==> config.mk <==
export PLATFORM = sky130hd
export DESIGN_NAME = data_mem_responder
export DESIGN_NICKNAME = d
export VERILOG_FILES = /design/src/rtl/data_mem_responder.sv
export SDC_FILE = /design/constraint.sdc
export NUM_CORES = 2
export LEC_CHECK = 0
export ABC_CLOCK_PERIOD_IN_PS = 3900
export CORE_UTILIZATION = 63
export CTS_BUF_LIST = sky130_fd_sc_hd__clkbuf_16
export DETAILED_ROUTE_END_ITERATION = 8
export DONT_BUFFER_PORTS = 1
export PLACE_DENSITY = 0.79
export SYNTH_ARGS = -nofsm -noshare
export SYNTH_HDL_FRONTEND = slang
export SYNTH_SLANG_ARGS = --single-unit
export TNS_END_PERCENT = 10
==> constraint.sdc <==
create_clock -name clk -period 3.9 [get_ports clk]
set_clock_uncertainty 0.1 [all_clocks]
set_input_delay 0.78 -clock clk [delete_from_list [all_inputs] [get_ports clk]]
set_output_delay 0.78 -clock clk [all_outputs]
set_load 0.02 [all_outputs]
==> src/rtl/data_mem_responder.sv <==
// Wait-state data memory responder: accepts one CPU load/store in IDLE, inserts
// WAIT_CYCLES wait states, then pulses ready. `define MEM_ERR_CHECK_EN enables address checking.
module data_mem_responder #(
  parameter int DEPTH       = 64,
  parameter int WAIT_CYCLES = 2
) (
  input  logic        clk,
  input  logic        reset,
  input  logic        memRead,
  input  logic        memWrite,
  input  logic [31:0] address,
  input  logic [31:0] writeData,
  output logic [31:0] readData,
  output logic        ready,
  output logic        busy,
  output logic        addrError
);

  localparam int         AW      = (DEPTH > 1) ? $clog2(DEPTH) : 1;
  localparam logic [3:0] WAIT_LD = 4'(WAIT_CYCLES);

  typedef enum logic [1:0] {IDLE, WAIT, RESP} state_t;

  state_t          state_q, state_d;
  logic [3:0]      cnt_q, cnt_d;
  logic [AW-1:0]   idx_q, idx_d;
  logic [31:0]     wdata_q, wdata_d;
  logic            op_rd_q, op_rd_d;
  logic            op_wr_q, op_wr_d;
  logic            flag_q, flag_d;
  logic [31:0]     rdata_q, rdata_d;
  logic            ready_q, ready_d;
  logic            busy_q, busy_d;
  logic            aerr_q, aerr_d;

  logic [31:0]     mem [DEPTH];
  logic            mem_we;

  logic            req, both, squash, aerr_in;

  assign req  = memRead | memWrite;
  assign both = memRead & memWrite;

`ifdef MEM_ERR_CHECK_EN
  logic bad_addr;
  assign bad_addr = (address[1:0] != 2'b00) || (address[31:2] >= 30'(DEPTH));
  assign squash   = both | bad_addr;
  assign aerr_in  = both | bad_addr;
`else
  // Index wraps modulo DEPTH; byte offset and upper bits are don't-care.
  logic unused_addr_bits;
  assign unused_addr_bits = ^{address[31:AW+2], address[1:0]};
  assign squash  = both;
  assign aerr_in = 1'b0;
`endif

  // Outputs are registered one edge after the internal state, so the ready
  // cycle coincides with internal IDLE and the next request can be taken then.
  always_comb begin
    state_d = state_q;
    cnt_d   = cnt_q;
    idx_d   = idx_q;
    wdata_d = wdata_q;
    op_rd_d = op_rd_q;
    op_wr_d = op_wr_q;
    flag_d  = flag_q;
    rdata_d = rdata_q;
    ready_d = 1'b0;
    aerr_d  = 1'b0;
    busy_d  = (state_q != IDLE);
    mem_we  = 1'b0;
    case (state_q)
      IDLE: begin
        if (req) begin
          idx_d   = address[AW+1:2];
          wdata_d = writeData;
          op_rd_d = memRead & ~squash;
          op_wr_d = memWrite & ~squash;
          flag_d  = aerr_in;
          if (WAIT_CYCLES == 0) begin
            state_d = RESP;
          end else begin
            state_d = WAIT;
            cnt_d   = WAIT_LD;
          end
        end
      end
      WAIT: begin
        if (cnt_q <= 4'd1) begin
          state_d = RESP;
          cnt_d   = 4'd0;
        end else begin
          cnt_d = cnt_q - 4'd1;
        end
      end
      RESP: begin
        state_d = IDLE;
        ready_d = 1'b1;
        aerr_d  = flag_q;
        rdata_d = op_rd_q ? mem[idx_q] : 32'd0;
        mem_we  = op_wr_q;
      end
      default: state_d = IDLE;
    endcase
  end

  always_ff @(posedge clk or negedge reset) begin
    if (!reset) begin
      state_q <= IDLE;
      cnt_q   <= 4'd0;
      idx_q   <= '0;
      wdata_q <= 32'd0;
      op_rd_q <= 1'b0;
      op_wr_q <= 1'b0;
      flag_q  <= 1'b0;
      rdata_q <= 32'd0;
      ready_q <= 1'b0;
      busy_q  <= 1'b0;
      aerr_q  <= 1'b0;
    end else begin
      state_q <= state_d;
      cnt_q   <= cnt_d;
      idx_q   <= idx_d;
      wdata_q <= wdata_d;
      op_rd_q <= op_rd_d;
      op_wr_q <= op_wr_d;
      flag_q  <= flag_d;
      rdata_q <= rdata_d;
      ready_q <= ready_d;
      busy_q  <= busy_d;
      aerr_q  <= aerr_d;
    end
  end

  // Storage is deliberately not reset; the write is gated by reset-cleared state.
  always_ff @(posedge clk) begin
    if (mem_we) mem[idx_q] <= wdata_q;
  end

  assign readData  = rdata_q;
  assign ready     = ready_q;
  assign busy      = busy_q;
  assign addrError = aerr_q;

endmodule
======== After elaboration in Yosys (flattened, before gate mapping) ========
Memories as Yosys holds them, arrays and structs flattened.
Cells that the tools add are included.
cells by class
  add/sub/neg operators ................... 1
  multiply operators ...................... 0
  div/mod/pow operators ................... 0
  magnitude comparators ................... 1
  eq/ne operators ......................... 4
  shifts and indexed selects .............. 0
  multiplexer cells ....................... 11
  bitwise gates (word level) .............. 5
  reductions and logical operators ........ 6
operator list
  cell                   number
  $mux W32               1
  $mux W4                2
  $pmux W4 S2            1
  $reduce_and A2 Y1      3
  $le A4 B1 Y1 const B   1
  $mux W1                4
  $mux W2                2
  $ne A2 B2 Y1 const B   2
  $pmux W2 S2            1
  $reduce_bool A2 Y1     2
  $sub A4 B1 Y4 const B  1
  $and A1 B1 Y1          3
  $eq A2 B1 Y1 const B   1
  $eq A2 B2 Y1 const B   1
  $logic_not A2 Y1       1
  $not A1 Y1             1
  $or A1 B1 Y1           1
word-level totals
  register bits after elaboration ......... 80
  bits in latches ......................... 0
  RAM bits ................................ 2048
  bits in read-only memories .............. 0
  bits of input ports ..................... 68
  memories kept ........................... 1
memories
  name  depth  bits a word  rd ports  clocked after Yosys merged registers in  wr ports  RTL line  text
  mem   64     32           1         0                                        1         36        logic [31:0] mem [DEPTH];

======== Longest topological paths before layout ========
  depth in word-level cells ............... 4
  gate-level depth with buffers ........... 11
  gate-level depth less buffers ........... 6

======== Worst setup path before layout ========
OpenSTA, ideal clock, no wires.
  path type ............................... reg-to-reg
  from .................................... reg idx_q[2]
  to ...................................... mem mem[11][0], enable pin
  setup time .............................. 421 ps
  arrival time ............................ 3081 ps
  data required time ...................... 3379 ps
  setup slack ............................. 298 ps
  stages on the path, launching flop included .. 10
  path buffers ............................ 5
  cells stage by stage .................... dfrtp_1 -> buf_6 -> buf_6 -> inv_1 -> buf_2 -> buf_2 -> clkbuf_1 -> and3_1 -> nand2_1 -> nor2_1
RTL lines
  what                    RTL line  text
  start, declared         26        logic [AW-1:0] idx_q, idx_d;
  start signal, assigned  123       idx_q <= idx_d;
  end, declared           36
No word-level cell before the write port.

======== Final worst setup path ========
  from .................................... reg idx_q[1]
  to ...................................... reg rdata_q[7] (netlist: readData[7])
between the ends
  cells in the longest elaborated chain, start to end .. 2
ends and longest elaborated chain
  what                  RTL line  text
  $mem_v2 Z64 W32       -
  $mux W32              100       rdata_d = op_rd_q ? mem[idx_q] : 32'd0;
  end signal, assigned  128       rdata_q <= rdata_d;
  end, declared         31        logic [31:0] rdata_q, rdata_d;
Every way passes these cells.
A chain may end at the register's enable or synchronous reset.

==> impl_metrics.json <==
{
  "crit_path_end_kind": "flop",
  "synthFlopType": "edfxtp_1",
  "syn-cell-area_um2": 80620,
  "path_clk_slew_ns": 0.06,
  "grt-ovfl-total": 0,
  "finalNetCount": 4786,
  "ys_ff_latch": 2128,
  "critPathKind": "reg -> reg",
  "dieArea_um2": 129400,
  "worstHoldPathType": "in -> reg",
  "grt_usage_pct": 34.28,
  "io_pins": 103,
  "setup_tns_ns": 0,
  "cap_violations": 0,
  "vias": 48420,
  "yosysTopAreaCellShare_pct": 76.29,
  "clock_latency_ns": 0.85,
  "clock.fmax_ghz": 0.2750,
  "startpoint": "idx_q[1]",
  "dp_hpwl_um": 128100,
  "syn-num-nets": 4625,
  "rr_worst_depth": 7,
  "cts_tree": "yes",
  "timing.rr.start": "idx_q[1]",
  "port_buffers": 0,
  "routed_wl_um": 223500,
  "ant_nets": 0,
  "grt_antenna_before_repair": 8,
  "final_common_cell": "edfxtp_1",
  "ff2ff_setup_slack_ns": 0.26,
  "seq_area_frac_synth_pct": 78.77,
  "ys_async_sr_fraction_pct": 3.759,
  "status": "finished clean",
  "drive_gt1_share_pct": 16.45,
  "p_per_area_nw_per_um2": 782.4,
  "min_period_ns": 3.637,
  "cts_made_buffers": 196,
  "hold_viol": 0,
  "vdd_drop_max_v": 0.0009690,
  "syn_inst": 4555,
  "die_w_um": 359.7,
  "period_share_pct": 93.25,
  "fin_hold_ws_ns": 0.05566,
  "wl_met1_um": 74400,
  "synth_top_cell_by_area": "edfxtp_1",
  "cp-start-kind": "flop",
  "timing.rr.end": "readData[7]",
  "rows": 130,
  "routedWlPerCell_um": 34.19,
  "postSynthAreaPerCell_um2": 17.70,
  "final_max_slew_viol_count": 0,
  "dr_wl_met2_um": 102000,
  "worstSetupEndpoint": "readData[7]",
  "final-setup-viol-count": 0,
  "synth_edf_count": 2048,
  "path_max_fanout": 25,
  "p_leak_nw": 28.93,
  "rsz0062_at_grt": "false",
  "core_area_um2": 126200,
  "synth_cell_types": 67,
  "synth_area_leaders": "edfxtp_1, a22oi_1, a221oi_1",
  "required_ns": 4.47,
  "ys_warn_count": 0,
  "clock_sinks": 2128,
  "dr.max_layer_used": "met5",
  "chipHeight_um": 359.7,
  "gp_congestion": 0.9261,
  "drtIter0Drc": 8402,
  "vias_per_cell": 7.408,
  "grt_max_degree": 106,
  "initial_utilization_pct": 63.87,
  "cts_buffer_depth": 3,
  "worstMarginPinSlew_ns": 1.347,
  "cts_resized": 0,
  "grt_pass1_wl_um": 320500,
  "most-common-layout-cells": "edfxtp_1, a22oi_1, a221oi_1, a21oi_1, buf_4",
  "htree_num_levels": 4,
  "critPathArrivalTime_ns": 4.21,
  "area_growth_pct": 12.97,
  "wl_met3_um": 34410,
  "drc": 0,
  "fillCellCount": 7088,
  "drt_pre_antenna_iters": 7,
  "grt_pass1_vias": 47700,
  "root_buffer": "clkbuf_16",
  "max_slew_margin_pct": 10.19
}
[stage by stage]
step	power (mW)	util, %	area, um2	setup WS [ns]	cells
after floorplan	42.67	-	80620	0.2976	4555
after global placement	51.05	66.81	84330	0.5486	6128
after detailed placement	51.73	66.81	84330	0.4538	6128
after CTS	70.44	72.14	91060	0.4059	6532
after global routing	72.72	72.15	91060	0.2412	6533
final	71.26	72.15	91070	0.2632	6536
[critical path: stages, from the launching register on]
cell and delay, ns:
dfrtp_4 0.84, nand2b_1 0.44, buf_4 0.37, o221ai_1 0.18
a221oi_1 0.58, nor4_1 0.17, a2111oi_0 0.56, a31oi_1 0.18
[logic make-up (layout without fill, tap and decap cells)]
family          count (synthesis)  count (layout)  synth area share, %
compound gates               1419            1419                12.81
xor+xnor                        1               1              0.01087
flops                        2128            2128                78.77
simple gates                  359             359                2.131
buf+inv                       356             683                2.117
mux                           289             289                4.130
fa+ha+maj                       2               2              0.03104
other cells                     1               5             0.004652
[layout make-up]
| class | instances | area [um2] | area share [%] |
|---|---|---|---|
| diodes | 4 | 10.01 | 0.01099 |
| clock buffers | 197 | 4930 | 5.413 |
| clock inverters | 167 | 1386 | 1.522 |
| inverters | 6 | 23.77 | 0.02610 |
| multi-input cells | 2071 | 15990 | 17.55 |
| flip-flops and latches | 2128 | 63550 | 69.78 |
| well taps | 1650 | 2064 | 2.267 |
| repair buffers | 313 | 3118 | 3.424 |
[state kept, by name, summed over array words and instances, names as in the netlist]
signal,cells
mem,2048
readData,32
wdata_q,32
idx_q,6
cnt_q,4
state_q,2
busy,1
op_rd_q,1
op_wr_q,1
ready,1
[where the power goes]
part           switching, mW  internal, mW
Combinational           14.3          6.40
Clock                   8.31          10.5
Sequential              2.87          28.9
Total                   25.5          45.8
[how the worst min path moves through the flow]
stage                     depth (start not counted)  slack, ns       start         end
after floorplan                                   1       0.36    cnt_q[2]  state_q[1]
after global placement                            0       0.39       reset  wdata_q[6]
after detailed placement                          0       0.39       reset  wdata_q[6]
after CTS                                         1       0.01  address[3]    idx_q[1]
after global routing                              1       0.05  address[3]    idx_q[1]
final                                             2       0.06     memRead  state_q[0]
[layer usage]
metal  GRT usage, %  up-vias
met4          17.61       10
met2          52.13     4305
met3          9.870      808
met5              0        -
met1          45.51    23930
li1               -    19360
[repair_timing]
item / CTS / global route
hold buffers: 40 / 0
setup buffers: 0 / 0
endpoints found under the hold margin: 117 / 0
[cells in the mapped netlist (3+ instances only)]
library cell and number:
buf_1 29, clkbuf_1 132, a211oi_1 12, buf_4 21
nor2b_1 11, a22o_1 73, nor3_1 35, nand3_1 26
nor2_1 140, o32a_1 14, mux4_2 25, dfrtp_1 80
buf_6 13, and2_1 4, a221oi_1 252, nor4_1 16
a22oi_1 448, buf_2 153, nor4b_1 13, or4_1 15
edfxtp_1 2048, a2111oi_0 15, o211a_1 13, nand2b_1 9
mux2i_1 165, o221ai_1 43, o32ai_1 10, a31oi_1 32
nand2_1 69, a211o_1 13, inv_1 5, o21a_1 14
and3_1 3, mux2_2 99, o21ai_0 61, o22ai_1 167
or2_2 4, a221oi_2 6, a21oi_1 233
(Power assumes the default switching activity.)
